## config.mk

```make
export PLATFORM = sky130hd
export DESIGN_NAME = sprite_fetch
export DESIGN_NICKNAME = d
export VERILOG_FILES = /design/src/rtl/sprite_fetch.sv
export SDC_FILE = /design/constraint.sdc
export NUM_CORES = 1
export LEC_CHECK = 0
export CAP_MARGIN = 30
export CORE_UTILIZATION = 54
export CTS_CLUSTER_DIAMETER = 150
export DETAILED_ROUTE_END_ITERATION = 16
export GPL_TIMING_DRIVEN = 1
export PLACE_DENSITY = 0.86
export SLEW_MARGIN = 15
export SYNTH_ARGS = -nofsm -noshare
export SYNTH_HDL_FRONTEND = slang
export SYNTH_SLANG_ARGS = --single-unit
```

## constraint.sdc

```tcl
create_clock -name clk -period 6.5 [get_ports clk]
set_clock_uncertainty 0.2 [all_clocks]
set_input_delay 0.65 -clock clk [delete_from_list [all_inputs] [get_ports clk]]
set_output_delay 0.65 -clock clk [all_outputs]
set_load 0.03 [all_outputs]
```

## src/rtl/sprite_fetch.sv

```systemverilog
// Sprite fetch stage: box hit test against a frame-latched position, vram address
// generation with animation frames, and colour-keyed pixel output aligned with syncs.
module sprite_fetch #(
    parameter int                SPR_W    = 32,
    parameter int                SPR_H    = 32,
    parameter int                FRAMES   = 4,
    parameter int                ANIM_DIV = 8,
    parameter int                WIDTH    = 12,
    parameter logic [WIDTH-1:0]  KEY      = 12'hF0F,
    parameter int                CW       = 10,
    localparam int               DEPTH    = SPR_W * SPR_H * FRAMES,
    localparam int               AWIDTH   = $clog2(DEPTH)
) (
    input  logic              clk,
    input  logic              rst,
    input  logic              frame_start,
    input  logic              anim_en,
    input  logic [CW-1:0]     x_pos,
    input  logic [CW-1:0]     y_pos,
    input  logic [CW-1:0]     hcount,
    input  logic [CW-1:0]     vcount,
    input  logic              de_in,
    input  logic              hsync_in,
    input  logic              vsync_in,
    output logic              rom_en,
    output logic [AWIDTH-1:0] rom_addr,
    input  logic [WIDTH-1:0]  rom_data,
    output logic              de_out,
    output logic              hsync_out,
    output logic              vsync_out,
    output logic              pix_valid,
    output logic [WIDTH-1:0]  pix_rgb
);

    localparam int FW = (FRAMES > 1) ? $clog2(FRAMES) : 1;
    localparam int DW = (ANIM_DIV > 1) ? $clog2(ANIM_DIV) : 1;
    localparam logic [FW-1:0] FRAME_LAST = FW'(FRAMES - 1);
    localparam logic [DW-1:0] DIV_LAST   = DW'(ANIM_DIV - 1);

    logic [CW-1:0]     r_xl;
    logic [CW-1:0]     r_yl;
    logic [FW-1:0]     r_frame;
    logic [FW-1:0]     w_frame_nxt;
    logic [DW-1:0]     r_div;
    logic [DW-1:0]     w_div_nxt;

    logic [CW:0]       w_h;
    logic [CW:0]       w_v;
    logic [CW:0]       w_x0;
    logic [CW:0]       w_y0;
    logic [CW:0]       w_x1;
    logic [CW:0]       w_y1;
    logic              w_hit;
    logic [CW-1:0]     w_dh;
    logic [CW-1:0]     w_dv;
    logic [AWIDTH-1:0] w_addr;

    logic              r_rom_en;
    logic [AWIDTH-1:0] r_rom_addr;
    logic              r_hit_d1;
    logic [2:0]        r_sync_d0;
    logic [2:0]        r_sync_d1;
    logic [2:0]        r_sync_out;
    logic              r_pix_valid;
    logic [WIDTH-1:0]  r_pix_rgb;
    logic              w_opaque;
    logic [WIDTH-1:0]  w_rgb_nxt;

    // One extra bit keeps a box hanging off the right/bottom edge from wrapping to 0.
    assign w_h  = {1'b0, hcount};
    assign w_v  = {1'b0, vcount};
    assign w_x0 = {1'b0, r_xl};
    assign w_y0 = {1'b0, r_yl};
    assign w_x1 = w_x0 + (CW+1)'(SPR_W);
    assign w_y1 = w_y0 + (CW+1)'(SPR_H);

    assign w_hit = de_in && (w_h >= w_x0) && (w_h < w_x1) && (w_v >= w_y0) && (w_v < w_y1);

    assign w_dh   = hcount - r_xl;
    assign w_dv   = vcount - r_yl;
    assign w_addr = AWIDTH'(r_frame) * AWIDTH'(SPR_W * SPR_H)
                  + AWIDTH'(w_dv) * AWIDTH'(SPR_W)
                  + AWIDTH'(w_dh);

    // Animation divider and frame counter next state, stepped only on enabled frame starts.
    always_comb begin
        w_frame_nxt = r_frame;
        w_div_nxt   = r_div;
        if (frame_start && anim_en) begin
            if (r_div == DIV_LAST) begin
                w_div_nxt = '0;
                if (r_frame == FRAME_LAST) begin
                    w_frame_nxt = '0;
                end else begin
                    w_frame_nxt = r_frame + 1'b1;
                end
            end else begin
                w_div_nxt   = r_div + 1'b1;
                w_frame_nxt = r_frame;
            end
        end else begin
            w_frame_nxt = r_frame;
            w_div_nxt   = r_div;
        end
    end

    // Output-stage pixel decode from the vram word fetched for the pixel two edges back.
    always_comb begin
        w_opaque  = r_hit_d1 && (rom_data != KEY);
        w_rgb_nxt = '0;
        if (w_opaque) begin
            w_rgb_nxt = rom_data;
        end else begin
            w_rgb_nxt = '0;
        end
    end

    // Sprite position latch and animation state.
    always_ff @(posedge clk or posedge rst) begin
        if (rst) begin
            r_xl    <= '0;
            r_yl    <= '0;
            r_frame <= '0;
            r_div   <= '0;
        end else begin
            if (frame_start) begin
                r_xl <= x_pos;
                r_yl <= y_pos;
            end
            r_frame <= w_frame_nxt;
            r_div   <= w_div_nxt;
        end
    end

    // Fetch request, hit/sync delay pipe and registered pixel outputs.
    always_ff @(posedge clk or posedge rst) begin
        if (rst) begin
            r_rom_en    <= 1'b0;
            r_rom_addr  <= '0;
            r_hit_d1    <= 1'b0;
            r_sync_d0   <= 3'b000;
            r_sync_d1   <= 3'b000;
            r_sync_out  <= 3'b000;
            r_pix_valid <= 1'b0;
            r_pix_rgb   <= '0;
        end else begin
            r_rom_en <= w_hit;
            if (w_hit) begin
                r_rom_addr <= w_addr;
            end
            r_hit_d1    <= r_rom_en;
            r_sync_d0   <= {de_in, hsync_in, vsync_in};
            r_sync_d1   <= r_sync_d0;
            r_sync_out  <= r_sync_d1;
            r_pix_valid <= w_opaque;
            r_pix_rgb   <= w_rgb_nxt;
        end
    end

    assign rom_en    = r_rom_en;
    assign rom_addr  = r_rom_addr;
    assign de_out    = r_sync_out[2];
    assign hsync_out = r_sync_out[1];
    assign vsync_out = r_sync_out[0];
    assign pix_valid = r_pix_valid;
    assign pix_rgb   = r_pix_rgb;

endmodule

```

==> results.toml <==
[clocking]
ctsResizeCount = 0
cts.root.buffer_cell = "clkbuf_8"
clk_pin_slew_ps = 70
clk_latency_ps = 350
cts_hold_repair.buffers = 0
cts_htree_levels = 3
cts_post_setup_buffers_inserted = 0
clock_path_buffers = 2
cts_inserted_buffers = 9
cts_tree = "yes"
cts_num_sinks = 61

[die]
std_cell_rows = 29
io_pins = 88
floorplan.core_area_mm2 = 0.00639
die_width_um = 83.5
die_height_um = 83.5
die-area_mm2 = 0.00698
initial_utilization = 0.562

[critical_path]
crit_fanout = 3
reg2reg_setup_slack_ps = 2850
arrival_ps = 4090
critical_path_class = "primary input to flip-flop"
worst_ep_required_time_ps = 6570
critPathLaunchType = "primary input"
setup.worst_path.end_class = "flip-flop"
worst_r2r_startpoint = "r_xl[1]$_DFFE_PP0P_"
r2r_cells = 15
worst_r2r_endpoint = "rom_addr[11]$_DFFE_PP0P_"

[synth]
netlist.area_leader.share = 0.425
ys_dominant_reg_cell = "dfrtp_1"
net_count_after_synthesis = 439
yosysWarningCount = 0
synth_instances = 336
synth_async_sr_flop_share = 1.00
syn_area_mm2 = 0.00359
ys_ff_latch = 61
synth_edf_count = 0
synth-seq-area-share = 0.425
synth_area_leaders = "dfrtp_1 43%, ha_1 14%, inv_1 3.9%, o21ai_0 3.6%, xnor2_1 3.4%"
synth_unique_cells = 49
netlist.top_cell.by_area = "dfrtp_1"
avgSynthCellArea_um2 = 10.7

[hold_path]
whs_endpoint = "r_sync_d1[1]$_DFF_PP0_"
worstHoldPathType = "flip-flop to flip-flop"
launch_point_of_the_worst_hold_path = "r_sync_d0[1]$_DFF_PP0_"
timing.hold.worst_path_depth = 0

[layout]
finalCoreUtilization = 0.743
drive_gt1_frac = 0.0897
nets = 533
instances_no_fill = 512
finalInstanceArea_mm2 = 0.00474
areaGrowthSynthToFinish_pct = 32.1
n_antenna_cell = 0

[timing]
period_share = 0.618
timing.final.setup_violations = 0
setup_slack_ps = 2480
tightest_slew_ps = 741
final.min_clock_period_ps = 4020
unrepaired_setup_endpoints_after_global_routing = "false"
max_slew_margin = 0.506
maxClockFrequency_ghz = 0.249
hold_violations = 0
timing.final.max_slew_violations = 0
totalNegativeSetupSlack_ps = 0

[detailed_routing]
wire_length_per_cell_um = 15.4
dr_iter_0_viols = 174
vias_per_cell = 5.46
drt.antenna.violating_nets = 0
number_of_detailed_route_iterations_in_the_first_pass = 4
drc = 0
detail_route.wirelength_mm = 7.86
routed_vias = 2797

[placed_design]
place_ws_ps = 2190
dpl-instance-area_mm2 = 0.00454
dp_hpwl_mm = 5.64
port_buffers = 87
dp.cells = 496
gpl.final_weighted_congestion = 0.900

[grt]
grt_pass1_wl_mm = 13.2
globalRoute.totalOverflow = 0
grt_start_max_net_pins = 62
grt-busiest-layer = "met2"
number_of_antenna_violations_at_the_first_check_in_global_routing = 0
routing_usage_on_met3 = 0.0663
first_global_vias = 2970
use_met2 = 0.423
grt.met1_usage = 0.274
track_usage = 0.241

[power]
pwr-share-clk = 0.248
cell_internal_pwr_w = 0.000909
p_switching_w = 0.000477
sw_frac_of_total = 0.344
cellLeakagePower_nw = 2.26
combPwrFrac = 0.404
power.density_mw_per_mm2 = 292
ir_worst_vdd_mv = 0.204
seqPwrFrac = 0.348

[flow_run]
max-cap-violations = 0

[status]
outcome = "finished, final reports clean"
[synthesized netlist by cell type, types with 2 or more instances]
library cell,number
a21o_1,8
a21oi_1,11
a311o_1,2
a31oi_1,3
and2_1,13
and3_1,3
clkbuf_1,5
dfrtp_1,61
fa_1,3
ha_1,41
inv_1,37
mux2_2,8
mux2_4,6
mux2i_1,3
nand2_1,21
nand3_1,4
nand3b_1,3
nand4_1,5
nand4b_1,3
nor2_1,9
nor2b_1,4
nor3_1,3
nor4_1,2
o21a_1,6
o21ai_0,26
o21bai_1,2
o31a_1,3
o31ai_1,2
xnor2_1,14
xor2_1,6
[final cells by class]
type / count / area (um2)
clock buffers: 10 / 138
clock inverters: 6 / 61.3
fillers: 450 / 1640
inverters: 37 / 139
multi-input cells: 232 / 1900
flip-flops and latches: 61 / 1530
well taps: 77 / 96.3
repair buffers: 89 / 886
[layout by cell type (no fill, tap or decap), types with 4 or more instances in the layout]
master           instances
nand2_1                 21
mux2_4                   6
inv_1                   36
clkbuf_8                10
ha_1                    41
clkdlybuf4s50_1         87
nor2_1                   9
a21oi_1                 11
nor2b_1                  4
nand3_1                  4
xnor2_1                 14
and2_1                  13
nand4_1                  5
xor2_1                   6
a21o_1                   8
dfrtp_1                 61
o21ai_0                 26
mux2_2                   8
o21a_1                   6
[worst max path at each step]
stage	startpoint	to	cells after the start
after floorplan	hcount[0]	rom_addr[10]$_DFFE_PP0P_	17
after global placement	hcount[1]	rom_addr[11]$_DFFE_PP0P_	15
after detailed placement	hcount[1]	rom_addr[11]$_DFFE_PP0P_	15
after CTS	hcount[1]	rom_addr[11]$_DFFE_PP0P_	15
after global routing	hcount[1]	rom_addr[11]$_DFFE_PP0P_	15
final	hcount[1]	rom_addr[11]$_DFFE_PP0P_	15
[sequential cells by signal, indices dropped and copies added, names as in the netlist]
name,count
r_hit_d1,1
pix_valid,1
rom_en,1
pix_rgb,12
r_xl,10
r_sync_out,3
r_sync_d1,3
r_sync_d0,3
rom_addr,12
r_div,3
r_yl,10
r_frame,2
[worst max-delay path, cell delays in order]
cell	delay (ps)
clkdlybuf4s50_1	460
ha_1	340
nor2b_1	160
o31a_1	260
o21ai_0	240
nand2_1	150
a31oi_1	310
xnor2_1	120
ha_1	350
nor2b_1	160
o31a_1	260
o21a_1	170
nor2_1	100
xnor3_1	220
mux2i_1	120
[cell families (layout without fill, tap and decap cells)]
| kind of cell | after synthesis | count (layout) | share of synthesized area |
|---|---|---|---|
| buffers and inverters | 43 | 142 | 0.0470 |
| xor gates and xnor gates | 21 | 21 | 0.0551 |
| DFF | 61 | 61 | 0.425 |
| muxes | 17 | 17 | 0.0585 |
| and+or+nand+nor | 79 | 79 | 0.127 |
| adders and majority gates | 44 | 44 | 0.160 |
| AOI/OAI and AO/OA | 71 | 71 | 0.128 |
[through the flow]
step | power [W] | hold WS [ps]
global route | 0.00147 | 165
detailed placement | 0.00104 | 137
CTS | 0.00139 | 152
finish | 0.00139 | 149
global placement | 0.00102 | 132
floorplan | 0.000853 | 131
[per-layer routing]
| metal | wire length (um) | part of all wire |
|---|---|---|
| met1 | 3260 | 0.41 |
| met2 | 3930 | 0.50 |
| met4 | 248 | 0.032 |
| met3 | 424 | 0.054 |
| met5 | 0 | 0 |
[power by group through the flow]
stage / Combinational, W / Clock [W] / Sequential [W]
after global routing: 0.000610 / 0.000365 / 0.000490
after floorplan: 0.000295 / 0 / 0.000558
after global placement: 0.000533 / 0 / 0.000485
after detailed placement: 0.000552 / 0 / 0.000488
final: 0.000559 / 0.000343 / 0.000483
after CTS: 0.000564 / 0.000348 / 0.000482
No activity file was read; power rests on OpenSTA's default activity.
